$ cat src/rtl/ram_rr_arbiter_pkg.sv
// Shared types for the RAM port arbiter: word and ram-state types, arbiter FSM encoding.
// Default sizing lives here so the top and the bench agree on it.
package ram_rr_arbiter_pkg;

  typedef logic [31:0] word_t;

  typedef enum logic [1:0] {
    FREE   = 2'd0,
    BUSY   = 2'd1,
    ACCESS = 2'd2,
    ERROR  = 2'd3
  } ramstate_t;

  localparam int ARB_NREQ      = 4;
  localparam int ARB_MAX_BEATS = 2;

  typedef logic [1:0] arb_state_t;
  localparam arb_state_t ARB_IDLE    = 2'd0;
  localparam arb_state_t ARB_GRANT   = 2'd1;
  localparam arb_state_t ARB_RELEASE = 2'd2;

endpackage

$ cat src/rtl/ram_rr_arbiter_rr_pick.sv
// Rotate-priority encoder: returns the first requester strictly after last, wrapping,
// so the previous owner is considered last. Purely combinational.
module rr_pick #(
  parameter int NREQ = 4,
  parameter int LW   = $clog2(NREQ)
) (
  input  logic [NREQ-1:0] req_i,
  input  logic [LW-1:0]   last_i,
  output logic [LW-1:0]   idx_o,
  output logic            any_o
);

  logic [LW-1:0] cand;

  // Scan from farthest to nearest so the nearest hit after last overwrites the rest;
  // k == NREQ wraps to last itself, the lowest priority.
  always_comb begin
    idx_o = last_i;
    cand  = '0;
    for (int k = NREQ; k >= 1; k--) begin
      cand = last_i + LW'(k);
      if (req_i[cand]) begin
        idx_o = cand;
      end
    end
  end

  assign any_o = |req_i;

endmodule

$ cat src/rtl/ram_rr_arbiter.sv
// Round-robin arbiter sharing the single RAM port between NREQ requesters (i0,d0,i1,d1,...),
// with a per-grant ACCESS beat limit that forces rotation.
module ram_rr_arbiter
  import ram_rr_arbiter_pkg::*;
#(
  parameter int NREQ      = ARB_NREQ,
  parameter int MAX_BEATS = ARB_MAX_BEATS,
  localparam int LW       = $clog2(NREQ)
) (
  input  logic                  clk,
  input  logic                  rst_n,
  input  logic [NREQ-1:0]       req_ren_i,
  input  logic [NREQ-1:0]       req_wen_i,
  input  word_t [NREQ-1:0]      req_addr_i,
  input  word_t [NREQ-1:0]      req_store_i,
  output word_t [NREQ-1:0]      req_load_o,
  output logic [NREQ-1:0]       req_wait_o,
  output logic                  ram_ren_o,
  output logic                  ram_wen_o,
  output word_t                 ram_addr_o,
  output word_t                 ram_store_o,
  input  word_t                 ram_load_i,
  input  ramstate_t             ram_state_i,
  output logic                  grant_valid_o,
  output logic [LW-1:0]         grant_id_o
);

  arb_state_t    state_q, state_d;
  logic [LW-1:0] owner_q, owner_d;
  logic [LW-1:0] last_q, last_d;
  logic [3:0]    beats_q, beats_d;

  logic [LW-1:0] pick_idx;
  logic          pick_any;
  logic          in_grant;
  logic          own_ren, own_wen, own_req;
  logic          beat;
  logic [3:0]    beat_next;
  logic          last_beat;

  rr_pick #(
    .NREQ (NREQ),
    .LW   (LW)
  ) u_pick (
    .req_i  (req_ren_i | req_wen_i),
    .last_i (last_q),
    .idx_o  (pick_idx),
    .any_o  (pick_any)
  );

  assign in_grant  = (state_q == ARB_GRANT);
  assign own_ren   = req_ren_i[owner_q];
  assign own_wen   = req_wen_i[owner_q];
  assign own_req   = own_ren | own_wen;
  // A beat needs the owner still asking; a dropped request aborts even on ACCESS.
  assign beat      = in_grant & own_req & (ram_state_i == ACCESS);
  assign beat_next = beats_q + 4'd1;
  assign last_beat = (beat_next == 4'(MAX_BEATS));

  always_comb begin
    state_d = state_q;
    owner_d = owner_q;
    last_d  = last_q;
    beats_d = beats_q;
    case (state_q)
      ARB_IDLE: begin
        if (pick_any) begin
          owner_d = pick_idx;
          beats_d = 4'd0;
          state_d = ARB_GRANT;
        end
      end
      ARB_GRANT: begin
        if (!own_req) begin
          state_d = ARB_RELEASE;
          last_d  = owner_q;
        end else if (beat) begin
          beats_d = beat_next;
          if (last_beat) begin
            state_d = ARB_RELEASE;
            last_d  = owner_q;
          end
        end
      end
      ARB_RELEASE: begin
        state_d = ARB_IDLE;
      end
      default: begin
        state_d = ARB_IDLE;
      end
    endcase
  end

  always_ff @(posedge clk or negedge rst_n) begin
    if (!rst_n) begin
      state_q <= ARB_IDLE;
      owner_q <= '0;
      last_q  <= LW'(NREQ - 1);
      beats_q <= 4'd0;
    end else begin
      state_q <= state_d;
      owner_q <= owner_d;
      last_q  <= last_d;
      beats_q <= beats_d;
    end
  end

  // Enables follow the owner's request combinationally; write wins over read.
  always_comb begin
    ram_wen_o   = in_grant & own_wen;
    ram_ren_o   = in_grant & own_ren & ~own_wen;
    ram_addr_o  = in_grant ? req_addr_i[owner_q]  : '0;
    ram_store_o = in_grant ? req_store_i[owner_q] : '0;
    req_wait_o  = '1;
    req_load_o  = '0;
    if (beat) begin
      req_wait_o[owner_q] = 1'b0;
      req_load_o[owner_q] = ram_load_i;
    end
  end

  assign grant_valid_o = in_grant;
  assign grant_id_o    = owner_q;

endmodule
$ cat config.mk
export PLATFORM = sky130hd
export DESIGN_NAME = ram_rr_arbiter
export DESIGN_NICKNAME = d
export VERILOG_FILES = /design/src/rtl/ram_rr_arbiter_pkg.sv /design/src/rtl/ram_rr_arbiter_rr_pick.sv /design/src/rtl/ram_rr_arbiter.sv
export SDC_FILE = /design/constraint.sdc
export NUM_CORES = 1
export LEC_CHECK = 0
export CORE_AREA = 4 4 190 192
export CTS_CLUSTER_DIAMETER = 200
export DETAILED_ROUTE_END_ITERATION = 8
export DIE_AREA = 0 0 194 196
export SETUP_SLACK_MARGIN = 0.2
export SYNTH_ARGS = -nofsm -noshare
export SYNTH_HDL_FRONTEND = slang
export SYNTH_HIERARCHICAL = 1
export SYNTH_SLANG_ARGS = --single-unit
$ cat constraint.sdc
create_clock -name clk -period 2.4 [get_ports clk]
set_input_delay 0.36 -clock clk [delete_from_list [all_inputs] [get_ports clk]]
set_output_delay 0.36 -clock clk [all_outputs]
set_load 0.02 [all_outputs]
==> impl_results.md <==
* Status: finished, violations left
* Failing checks: setup timing
* XOR/XNOR share of the synthesized area at 0.2495%
* Slew Limit Fails at 0
* Crit Path Class: reg -> out
* Die H at 196 µm
* Mux contribution to synthesized area at 43.87%
* Leak Pwr at 4.747 nW
* Worst-Skew Late Latency at 0.24 ns
* Clock power frac at 3.2%
* Data arrival, critical path at 2.37 ns
* Synth warnings at 6
* TritonCTS clock tree: yes
* Place WS at -1.115 ns
* Met2 GRT Util at 26.26%
* Synth area leaders: mux4_2 (42%), and2_1 (23%), nor2_1 (7.4%)
* F_max at 0.3666 GHz
* Final WL at 30.85 mm
* Max Root-Sink Buffers at 2
* WP buf/inv at 5
* Worst Hold Class: in -> async
* M1 GR Usage at 15.78%
* Gate power share at 93.5%
* Flops & latches, synth at 10
* CP required at 2.04 ns
* Sequential share of the synthesized area at 7.199%
* PwrDens at 892.5 nW/µm²
* Number of synthesized flops with an enable pin at 0
* Simple-Gate Fraction of Synth Area at 38.17%
* CP Max Fanout at 8
* Initial antenna violation count at 0
* Core area at 34370 µm²
* Crit path cell chain: mux4_2 > o211ai_4 > buf_12 > buf_6 > buf_12 > nor2_4 > buf_12 > and2_4 > buf_6
* Syn Inst Count at 408
* Ys flop type: dfrtp_1
* Routability cong. at 0.9297
* Switching Share at 42.17%
* Core Rows at 68
* Placed cell areas at 9075 µm²
* Syn avg cell area at 8.605 µm²
* Largest family of logic cells by synthesized area: multiplexers
* Port Buf Inserts at 500
* Synth Area in Compound Gates at 4.098%
* Final #Nets at 1297
* Die ar. at 38020 µm²
* Post-cts hold buffer count at 0
* Drt drc at 0
* Synthesized cell area at 3511 µm²
* Synth Area in Adders at 0.7128%
* Max-capacitance violation count at 0
* Clock sinks at 10
* Final setup viols at 192
* Total grt overflow at 0
* Setup crit end kind: output pin
* Asr flop ratio synth at 100.0%
* Detailed-route via count at 5870
* Post-DP HPWL at 21.31 mm
* Max IR drop VDD at 0.0006185 V
* Largest net degree at the start of global routing at 69
* Top cells by count, synth: and2_1 (129), nor2_1 (69), mux4_2 (66)
* CTS Buf Count at 3
* Seq pwr share at 3.3%
* Internal at 0.005973 W
* CP max stage delay at 0.61 ns
* GR Layer Usage met3 at 3.624%
* IO Pins at 501
* Area Overhead vs Synth at 229.6%
* Die X-Extent at 194 µm
* Most common cell in the netlist: and2_1
* RSZ-0062 raised after global routing: true
* Leading area contributor after synthesis: mux4_2
* Worst Max-Slew Pin Slew at 0.5117 ns
* Via-to-Cell Ratio at 4.051
* Final Critical Period at 2.728 ns
* Synth cell types at 36
* First-pass GRT wire length at 41.18 mm
* # diodes at 0
* Endpoints failing hold at 0
* Worst setup SP type: flip-flop
* Max-slew headroom at 65.89%
* Drt initial violations at 207
* Vias in the first global route at 6444
* Slowest stage cell, crit path: mux4_2
* Layout cells sized above 1 at 58.15%
* Final worst slack at -0.3278 ns
* Final Cycle Share at 113.7%
* Routed len/inst at 21.29 µm
* Clk_skew at 0.002270 ns
* CTS H-tree lvls at 1
* Net Switching at 0.004355 W
* DRT Pass-1 Iters at 4
* CP dominant cell by count: buf_12
* Final instance area at 11570 µm²
* Initial Util at 10.21%
* GRT Overall Usage at 14.07%
* CTS clk-pin slew, worst paths at 0.04 ns
* Net count after synthesis at 710
* Routed Antenna Nets at 0
* Layer with the highest usage: met2
* Largest delay contributor family on the critical path: buffers and inverters
* CTS root buf: clkbuf_16
* Top cell type's share of synthesized area at 42.34%
cell usage in the layout (no fill, tap or decap), drive strengths merged, types with 2 or more instances in the layout:
master	instances
nand2	40
dlygate4sd2	8
mux4	66
dfrtp	8
or2	4
ha	2
inv	6
and2	129
o22ai	2
clkbuf	8
mux2i	2
dfstp	2
nor2	75
a21oi	2
clkinv	2
nand2b	3
buf	310
o21ai	6
and3	4
nand3	2
mux2	3
a31oi	2
o211ai	2
clkdlybuf4s50	293
layout make-up:
| class | count | area (µm²) |
|---|---|---|
| fillers | 3441 | 22800 |
| repair buffers | 616 | 6855 |
| multi-input cells | 356 | 3756 |
| well taps | 455 | 569.3 |
| flip-flops and latches | 10 | 260.3 |
| clock buffers | 4 | 88.84 |
| inverters | 8 | 42.54 |
path summary, 6_finish.rpt:
| check | start | cells past startpoint | slack (ns) | to |
|---|---|---|---|---|
| max reg2reg | grant_id_o[0] | 7 | 0.31 | last_q[1] |
| max | grant_id_o[0] | 9 | -0.33 | req_load_o[9] |
| min | rst_n | 1 | 0.45 | state_q[0] |
| min reg2reg | beats_q[0] | 1 | 0.58 | beats_q[0] |
| max in group asynchronous | rst_n | 1 | 1.58 | grant_id_o[0] |
| min in group clk | beats_q[0] | 1 | 0.58 | beats_q[0] |
layer usage:
metal	vias to the layer above	routed length (µm)
met4	0	1033
met3	51	2360
met5	-	0
met1	2830	11450
li1	2625	-
met2	364	16010
power groups by stage:
stage / Combinational, W / Sequential (W) / Clock [W]
after floorplan: 0.00371 / 0.000325 / 0
after CTS: 0.00841 / 0.000343 / 0.000339
after global routing: 0.0102 / 0.000354 / 0.000351
final: 0.00966 / 0.000339 / 0.000329
after detailed placement: 0.00662 / 0.000338 / 0
after global placement: 0.00660 / 0.000333 / 0
registers in the layout (all words and copies together), names as in the netlist:
register    cells
last_q          2
grant_id_o      2
state_q         2
beats_q         4
repair_timing:
item | in CTS | in global routing
endpoints found under the hold margin | 0 | 0
setup buffers | 57 | 27
pin swaps | 35 | 43
resized for setup | 1118 | 344
setup endpoints to repair | 200 | 196
gates cloned | 16 | 3
through the flow:
stage / utilization, % / hold slack (ns) / total power [W] / cells / TNS [ns]
6_report: 33.67 / 0.4550 / 0.01033 / 1449 / -32.43
4_1_cts: 29.74 / 0.4726 / 0.009094 / 1419 / -28.85
5_1_grt: 33.67 / 0.4867 / 0.01089 / 1449 / -43.64
3_5_place_dp: 26.40 / 0.5785 / 0.006959 / 1342 / -126.86
2_1_floorplan: - / 0.06441 / 0.004033 / 408 / 0
3_3_place_gp: 26.40 / 0.5580 / 0.006937 / 1342 / -125.00
cell families after synthesis:
kind of cell,after synthesis
xor+xnor,1
mux,71
flops,10
buf+inv,47
fa+ha+maj,2
simple gates,257
compound gates,20
Power figures use the tool's default switching activity.
